`src/rtl/hex_page_scheduler_if.sv`:
```
// rtl/hex_page_scheduler_if.sv - page store, rotation control and override bus for hex_page_scheduler
interface hex_page_scheduler_if;
    logic        wr_en;
    logic [1:0]  wr_page;
    logic [23:0] wr_data;
    logic [3:0]  page_en;
    logic        freeze;
    logic        ovr_valid;
    logic [23:0] ovr_data;
    logic        ovr_ready;
    logic [23:0] hex_codes;
    logic [1:0]  page_idx;
    logic        ovr_active;

    modport master (
        output wr_en, wr_page, wr_data, page_en, freeze, ovr_valid, ovr_data,
        input  ovr_ready, hex_codes, page_idx, ovr_active
    );

    modport slave (
        input  wr_en, wr_page, wr_data, page_en, freeze, ovr_valid, ovr_data,
        output ovr_ready, hex_codes, page_idx, ovr_active
    );
endinterface

```
`src/rtl/hex_page_scheduler.sv`:
```
// rtl/hex_page_scheduler.sv - four-page hex display rotator with dwell timer, freeze and one-shot override
module hex_page_scheduler #(
    parameter int unsigned DWELL_CYCLES = 50000000
) (
    input logic                  Clk,
    input logic                  Reset,
    hex_page_scheduler_if.slave  bus
);

    localparam logic [0:0]  ST_ROTATE   = 1'b0;
    localparam logic [0:0]  ST_OVERRIDE = 1'b1;
    localparam logic [31:0] LAST_COUNT  = 32'(DWELL_CYCLES - 32'd1);

    logic [23:0] r_pages [4];
    logic [23:0] r_ovr_buf;
    logic [23:0] r_hex;
    logic [31:0] r_cnt;
    logic [1:0]  r_page_idx;
    logic [0:0]  r_state;
    logic        r_ovr_active;

    logic        w_expire;
    logic        w_any_en;
    logic        w_accept;
    logic [1:0]  w_next_en_idx;
    logic [0:0]  w_state_nxt;
    logic [31:0] w_cnt_nxt;
    logic [1:0]  w_idx_nxt;
    logic [23:0] w_page_data;
    logic [23:0] w_hex_nxt;

    // First enabled page after idx in wrap-around order; idx itself when no other page is enabled.
    function automatic logic [1:0] f_next_page(input logic [1:0] idx, input logic [3:0] en);
        logic [1:0] r;
        logic [1:0] c;
        r = idx;
        for (int k = 3; k >= 1; k--) begin
            c = idx + 2'(k);
            if (en[c]) r = c;
        end
        return r;
    endfunction

    assign w_expire      = (r_cnt == LAST_COUNT);
    assign w_any_en      = (bus.page_en != 4'b0000);
    assign w_next_en_idx = f_next_page(r_page_idx, bus.page_en);
    assign bus.ovr_ready = (r_state == ST_ROTATE) && !Reset;
    assign w_accept      = bus.ovr_valid && bus.ovr_ready;

    always_comb begin
        w_state_nxt = r_state;
        w_cnt_nxt   = r_cnt + 32'd1;
        w_idx_nxt   = r_page_idx;
        if (r_state == ST_ROTATE) begin
            if (w_accept) begin
                w_state_nxt = ST_OVERRIDE;
                w_cnt_nxt   = 32'd0;
            end else if (w_any_en && !bus.page_en[r_page_idx]) begin
                w_idx_nxt = w_next_en_idx;
                w_cnt_nxt = 32'd0;
            end else if (bus.freeze) begin
                w_cnt_nxt = r_cnt;
            end else if (w_expire) begin
                w_idx_nxt = w_next_en_idx;
                w_cnt_nxt = 32'd0;
            end
        end else if (w_expire) begin
            w_state_nxt = ST_ROTATE;
            w_cnt_nxt   = 32'd0;
        end
    end

    // Forward a same-edge write so the display never shows a stale page for a cycle.
    assign w_page_data = (bus.wr_en && (bus.wr_page == w_idx_nxt)) ? bus.wr_data : r_pages[w_idx_nxt];

    always_comb begin
        w_hex_nxt = 24'h000000;
        if (w_state_nxt == ST_OVERRIDE) begin
            w_hex_nxt = w_accept ? bus.ovr_data : r_ovr_buf;
        end else if (w_any_en) begin
            w_hex_nxt = w_page_data;
        end
    end

    always_ff @(posedge Clk) begin
        if (Reset) begin
            for (int i = 0; i < 4; i++) r_pages[i] <= 24'h000000;
            r_ovr_buf    <= 24'h000000;
            r_hex        <= 24'h000000;
            r_cnt        <= 32'd0;
            r_page_idx   <= 2'd0;
            r_state      <= ST_ROTATE;
            r_ovr_active <= 1'b0;
        end else begin
            if (bus.wr_en) r_pages[bus.wr_page] <= bus.wr_data;
            if (w_accept) r_ovr_buf <= bus.ovr_data;
            r_hex        <= w_hex_nxt;
            r_cnt        <= w_cnt_nxt;
            r_page_idx   <= w_idx_nxt;
            r_state      <= w_state_nxt;
            r_ovr_active <= (w_state_nxt == ST_OVERRIDE);
        end
    end

    assign bus.hex_codes  = r_hex;
    assign bus.page_idx   = r_page_idx;
    assign bus.ovr_active = r_ovr_active;

endmodule

```
`src/flat_wrapper.sv`:
```
// flat-port wrapper written by rule: the top's interface ports become plain ports
module hex_page_scheduler_flat 
#(
    parameter int unsigned DWELL_CYCLES = 50000000
)
  (Clk, Reset, bus_wr_en, bus_wr_page, bus_wr_data, bus_page_en, bus_freeze, bus_ovr_valid, bus_ovr_data, bus_ovr_ready, bus_hex_codes, bus_page_idx, bus_ovr_active);
  hex_page_scheduler_if bus_i ();
  input logic Clk;
  input logic Reset;
  input wire logic [$bits(bus_i.wr_en)-1:0] bus_wr_en;
  input wire logic [$bits(bus_i.wr_page)-1:0] bus_wr_page;
  input wire logic [$bits(bus_i.wr_data)-1:0] bus_wr_data;
  input wire logic [$bits(bus_i.page_en)-1:0] bus_page_en;
  input wire logic [$bits(bus_i.freeze)-1:0] bus_freeze;
  input wire logic [$bits(bus_i.ovr_valid)-1:0] bus_ovr_valid;
  input wire logic [$bits(bus_i.ovr_data)-1:0] bus_ovr_data;
  output wire logic [$bits(bus_i.ovr_ready)-1:0] bus_ovr_ready;
  output wire logic [$bits(bus_i.hex_codes)-1:0] bus_hex_codes;
  output wire logic [$bits(bus_i.page_idx)-1:0] bus_page_idx;
  output wire logic [$bits(bus_i.ovr_active)-1:0] bus_ovr_active;
  assign bus_i.wr_en = bus_wr_en;
  assign bus_i.wr_page = bus_wr_page;
  assign bus_i.wr_data = bus_wr_data;
  assign bus_i.page_en = bus_page_en;
  assign bus_i.freeze = bus_freeze;
  assign bus_i.ovr_valid = bus_ovr_valid;
  assign bus_i.ovr_data = bus_ovr_data;
  assign bus_ovr_ready = bus_i.ovr_ready;
  assign bus_hex_codes = bus_i.hex_codes;
  assign bus_page_idx = bus_i.page_idx;
  assign bus_ovr_active = bus_i.ovr_active;
  hex_page_scheduler #(.DWELL_CYCLES(DWELL_CYCLES)) u_core (.Clk(Clk), .Reset(Reset), .bus(bus_i));
endmodule
```
`config.mk`:
```
export PLATFORM = sky130hd
export DESIGN_NAME = hex_page_scheduler_flat
export DESIGN_NICKNAME = d
export VERILOG_FILES = /design/src/rtl/hex_page_scheduler_if.sv /design/src/rtl/hex_page_scheduler.sv /design/src/flat_wrapper.sv
export SDC_FILE = /design/constraint.sdc
export NUM_CORES = 1
export LEC_CHECK = 0
export ABC_AREA = 1
export CAP_MARGIN = 5
export CORE_MARGIN = 4
export CORE_UTILIZATION = 46
export CTS_CLUSTER_DIAMETER = 100
export DETAILED_ROUTE_END_ITERATION = 6
export PLACE_DENSITY = 0.67
export SYNTH_ARGS = -nofsm -noshare
export SYNTH_HDL_FRONTEND = slang
export SYNTH_SLANG_ARGS = --single-unit
```
`constraint.sdc`:
```
create_clock -name Clk -period 3.7 [get_ports Clk]
set_input_delay 0.37 -clock Clk [delete_from_list [all_inputs] [get_ports Clk]]
set_output_delay 0.37 -clock Clk [all_outputs]
set_load 0.005 [all_outputs]
```
==> results of run 1 <==
## kinds of logic (layout without fill, tap and decap cells)
| group | count (synthesis) | after routing | share of synthesized area (%) |
|---|---|---|---|
| AOI/OAI and AO/OA | 56 | 56 | 3.64 |
| xor gates and xnor gates | 11 | 11 | 1.13 |
| adders and majority gates | 1 | 1 | 0.147 |
| DFF | 179 | 179 | 53.5 |
| and+or+nand+nor | 648 | 648 | 34.2 |
| buffers and inverters | 148 | 236 | 7.40 |
## report_power, final
group / leakage [nW] / switching, mW / internal [mW]
clock: 0.287 / 0.828 / 0.927
combinational: 2.39 / 1.23 / 0.694
sequential: 1.62 / 0.0811 / 2.30
total: 4.29 / 2.14 / 3.92
## synthesized netlist by cell type, types with 2 or more instances
library cell / number
nand2_1: 224
nand3_1: 169
nor2_1: 144
edfxtp_1: 96
inv_1: 91
dfxtp_1: 83
nor3_1: 44
o21ai_0: 28
clkbuf_1: 25
or2_2: 24
a21oi_1: 19
buf_2: 18
nand4_1: 13
xor2_1: 10
nand2_2: 7
nor4_1: 7
buf_4: 5
a211oi_1: 4
buf_1: 4
buf_6: 4
and3_1: 3
nor2_2: 3
nor3b_1: 3
a31oi_1: 2
nand2_4: 2
## flip-flops by register name (all words and copies together), names as in the netlist
| register | count |
|---|---|
| u_core.r_cnt | 32 |
| u_core.r_ovr_buf | 24 |
| u_core.bus.page_idx | 2 |
| u_core.r_pages | 96 |
| u_core.bus.hex_codes | 24 |
| u_core.r_state | 1 |
## critical path: stages (launching register included)
cell     delay [ns]
dfxtp_1        0.37
ha_1           0.19
inv_1          0.05
nor2_2         0.14
nand2_1        0.10
nor2_1         0.23
nand3_1        0.15
nand2_2        0.11
nand3_1        0.09
nand2_2        0.10
buf_4          0.27
nand3_1        0.12
nand2_2        0.46
nand2_4        0.31
nand2_1        0.17
nand3_1        0.13
nand2_1        0.08
## through the flow
| step | instance area, sq um | setup WS (ns) | utilization, % |
|---|---|---|---|
| 6_report | 10100 | 0.562 | 56.1 |
| 5_1_grt | 10100 | 0.369 | 56.1 |
| 4_1_cts | 10100 | 0.579 | 56.1 |
| 3_5_place_dp | 9580 | 0.540 | 53.0 |
| 3_3_place_gp | 9580 | 0.610 | 53.0 |
| 2_1_floorplan | 8500 | 0.952 | - |
## path summary, 6_finish.rpt
check                                       from                      end  slack [ns]  cells past startpoint
worst max-delay path             u_core.r_cnt[0]  u_core.bus.hex_codes[9]        0.56                     16
worst min-delay path            u_core.r_cnt[30]         u_core.r_cnt[30]        0.47                      2
worst max register to register   u_core.r_cnt[0]  u_core.bus.hex_codes[9]        0.56                     16
worst min register to register  u_core.r_cnt[30]         u_core.r_cnt[30]        0.47                      2
## layout make-up
| cell class | instances | area, sq um |
|---|---|---|
| timing repair buffer | 112 | 1060 |
| sequential | 179 | 4540 |
| clock inverter | 13 | 113 |
| tap | 229 | 287 |
| inverter | 92 | 348 |
| multi-input combinational | 716 | 3350 |
| fill | 1672 | 7940 |
| clock buffer | 19 | 455 |
## layer usage
metal  global-route usage (%)  wire length, um  part of all wire, %  up-vias
met5                        0                0                    0        -
met3                     3.59             1330                  6.0       30
li1                         -                -                    -     3589
met1                     30.2             9780                   44     3349
met2                     35.4            10900                   49      240
met4                     7.38              371                  1.7        0
==> metrics.txt, run 1 <==
status=finished, final reports clean; final hold slack=0.468 ns; CP Capture Type=flip-flop; Detailed Route Iter0 Violations=630; Top Ports=87; syn nets=1103; CTS tree=done; final non-filler cell total=1360; worst skew pair latency=0.44 ns; setup TNS=0 ns; Area contributors post-synth=edfxtp_1, dfxtp_1, nand3_1; yosys warns=0; H-tree lvl count=4; grt ovf=0; DP HPWL=15.0 mm; crit-path max FO=25; overall power=6.05 mW; Nets=1178; Cell Rows=49; DRT Pass-1 Iters=5; most frequent cells in the layout=nand2_1, nand3_1, nor2_1; DR vias=7208; total die area=0.0207 sq mm; initial antenna violation count=0; Peak supply drop=0.368 mV; RSZ-0062 raised after global routing=false; largest net degree at the start of global routing=49; clock tree sinks=179; CTS clock-pin slew for the worst setup and hold paths=0.07 ns; Die Ht=144 um; Synth top area share=33.9%; layout cells sized above 1=9.02%; Slew HR=53.1%; Setup CP Type=reg -> reg; Setup-failing EPs final=0; most common cell after layout, fill and taps aside=nand2_1; Remaining DRCs=0; post-route minimum period=3.14 ns; max_cap viols=0; Max Fclk=0.319 GHz; CTS buffer count=17; chip width=144 um; RePlAce Congestion=0.886; area leader, netlist=edfxtp_1; area added between synthesis and finish=19.4%; crit start category=flip-flop; period utilization=84.8%; Seq/Total Area, Yosys=53.5%; Routed WL per cell=16.4 um; root buffer cell=clkbuf_16; synthesized area=0.00850 sq mm; CORE AREA=0.0181 sq mm; PortBufs=86; Resized Gates After CTS=0; Antenna diodes=0; Leakage=4.29 nW; EDFF count, synth=96; Distinct cells, synth=36; worst path arrival time=3.52 ns; CTS Hold Bufs=0; Synth Flop Type=edfxtp_1; post-route ant nets=0; clk_skew=0.0109 ns; Pwr per Cell Area=597 mW/mm^2; Hold Path Class=reg -> reg; final hold vios=0; post-CTS setup buffer count=0; Placed Cells incl. Taps=1328; Async SR Flop Fraction=0%; maximum root-to-sink buffer count=2; Avg Cell Area, Syn=8.15 sq um; Initial Utilization=47.0%; global-route wire length before repair=35.3 mm; vias in the first global route=6776; max-slew violation count=0; Slew @ Worst Pin=0.703 ns; Syn Inst Count=1043; number of vias per cell=5.30; FF+latch count, synth=179; CP required=4.08 ns; final WL=22.4 mm; GR Util All Layers=21.9%
Power figures use the tool's default switching activity.
==> run 2: changes to the inputs <==
clock period = 2.9 ns   (was 3.7 ns; I/O delays follow)
==> metrics.txt, run 2 (same netlist as run 1, synthesis figures left out) <==
Placed Area=0.00964 sq mm; post-route minimum period=2.57 ns; Worst R2R Start=u_core.r_cnt[0]; DP HPWL=15.1 mm; H-tree lvl count=4; RSZ-0062 raised after global routing=false; final hold slack=0.475 ns; routed wl met2=10.4 mm; grt ovf=0; post-layout util=56.7%; CP Buf/Inv Count=1; instance count on the critical path=17; Setup CP Type=reg -> reg; FF-to-FF setup slack=0.33 ns; root buffer cell=clkbuf_16; post-CTS setup buffer count=0; CP max stage delay=0.37 ns; cell chain of the critical path=ha_1 -> inv_1 -> nor2_2 -> nand2_1 -> nor2_1 -> nand3_1 -> nand2_2 -> nand2_1 -> nand2_2 -> nand2_4 -> nand2_1 -> nand2_2 -> nor2_8 -> nand2_4 -> nand2_1 -> nand3_1 -> nand2_1; largest net degree at the start of global routing=49; Top Ports=87; Worst R2R Path Depth=17; DR vias=7276; final non-filler cell total=1365; Routed WL per cell=16.0 um; global-route wire length before repair=34.9 mm; Peak supply drop=0.425 mV; clk_skew=0.0136 ns; crit start category=flip-flop; routed length on met3=1.46 mm; Nets=1183; overall power=7.89 mW; Reg with most FFs=u_core.r_pages; most common cell after layout, fill and taps aside=nand2_1; CP required=3.28 ns; CORE AREA=0.0181 sq mm; Final WS setup=0.330 ns; most frequent cells in the layout=nand2_1, nand3_1, nor2_1; worst flop-to-flop path endpoint=u_core.bus.hex_codes[15]; period utilization=88.6%; GR Util All Layers=21.7%; CP max stage cell=dfxtp_1; Detailed Route Iter0 Violations=513; Initial Utilization=47.0%; CTS tree=done; max-slew violation count=0; vias in the first global route=6925; Die Ht=144 um; initial antenna violation count=0; crit path launch=u_core.r_cnt[0]; Max Fclk=0.389 GHz; Routed met1 length=9.64 mm; post-route ant nets=0; max reg flops=96; PortBufs=86; Placed Cells incl. Taps=1333; CTS Hold Bufs=0; Remaining DRCs=0; clock tree sinks=179; Slew @ Worst Pin=0.936 ns; Hold Path Class=reg -> reg; Pwr per Cell Area=769 mW/mm^2; total die area=0.0207 sq mm; Leakage=4.34 nW; maximum root-to-sink buffer count=2; CTS buffer count=17; worst path arrival time=2.95 ns; Setup-failing EPs final=0; Top cell by count, worst path=nand2_1; Cell Rows=49; CP Capture Type=flip-flop; CP top delay family=simple AND/OR/NAND/NOR gates; Place WS=0.280 ns; number of fill cells in the layout=1665; CTS clock-pin slew for the worst setup and hold paths=0.07 ns; status=finished, final reports clean; area added between synthesis and finish=20.7%; Critical Path Sink=u_core.bus.hex_codes[15]; setup TNS=0 ns; final WL=21.9 mm; RePlAce Congestion=0.902; highest routed layer=met4; final instance area=0.0103 sq mm; max_cap viols=0; Antenna diodes=0; biggest regs=u_core.r_pages: 96 flops, u_core.r_cnt: 32 flops; layout cells sized above 1=9.33%; number of vias per cell=5.33; worst skew pair latency=0.44 ns; chip width=144 um; final hold vios=0; Resized Gates After CTS=0; DRT Pass-1 Iters=5; crit-path max FO=24; Slew HR=37.4%
run 2: cell types whose count changed in the layout (fill, tap and decap cells not counted), moves of 2 or more:
cell	before	now
inv_4	3	1
buf_4	26	29
inv_6	4	6
inv_8	3	1
clkbuf_8	0	2
buf_12	0	2
clkinv_4	3	1
run 2: routing by layer:
layer	vias up	track usage, %
met4	0	7.19
met3	37	4.39
met5	-	0
met2	275	35.1
li1	3598	-
met1	3366	29.2
run 2: layout make-up:
type / instances / area [sq um] / area share [%]
Sequential cell: 179 / 4540 / 44.3
Multi-Input combinational cell: 716 / 3350 / 32.6
Timing Repair Buffer: 117 / 1120 / 10.9
Clock buffer: 23 / 514 / 5.01
Inverter: 92 / 348 / 3.39
Tap cell: 229 / 287 / 2.79
Clock inverter: 9 / 103 / 1.00
run 2: worst min path at each step:
| stage | start | end | slack [ns] | depth (start not counted) |
|---|---|---|---|---|
| after floorplan | u_core.r_cnt[30] | u_core.r_cnt[30] | 0.45 | 2 |
| after global placement | u_core.r_cnt[30] | u_core.r_cnt[30] | 0.46 | 2 |
| after detailed placement | u_core.r_cnt[30] | u_core.r_cnt[30] | 0.46 | 2 |
| after CTS | u_core.r_cnt[30] | u_core.r_cnt[30] | 0.47 | 2 |
| after global routing | u_core.r_cnt[30] | u_core.r_cnt[30] | 0.51 | 2 |
| final | u_core.r_cnt[30] | u_core.r_cnt[30] | 0.48 | 2 |
run 2: where the power goes:
part	switching [mW]	internal (mW)
Sequential	0.102	2.93
Combinational	1.55	0.915
Clock	1.02	1.37
Total	2.68	5.21
run 2: tightest hold or removal path, cell delays in order (launching register included):
cell and delay, ns:
dfxtp_1 0.31, nand2_1 0.06, a21oi_1 0.06
==> run 3: changes to the inputs <==
SKIP_LAST_GASP = 1   (was unset)
==> results of run 3 <==
The final DEF is identical to that of run 2; final timing and power are the same.
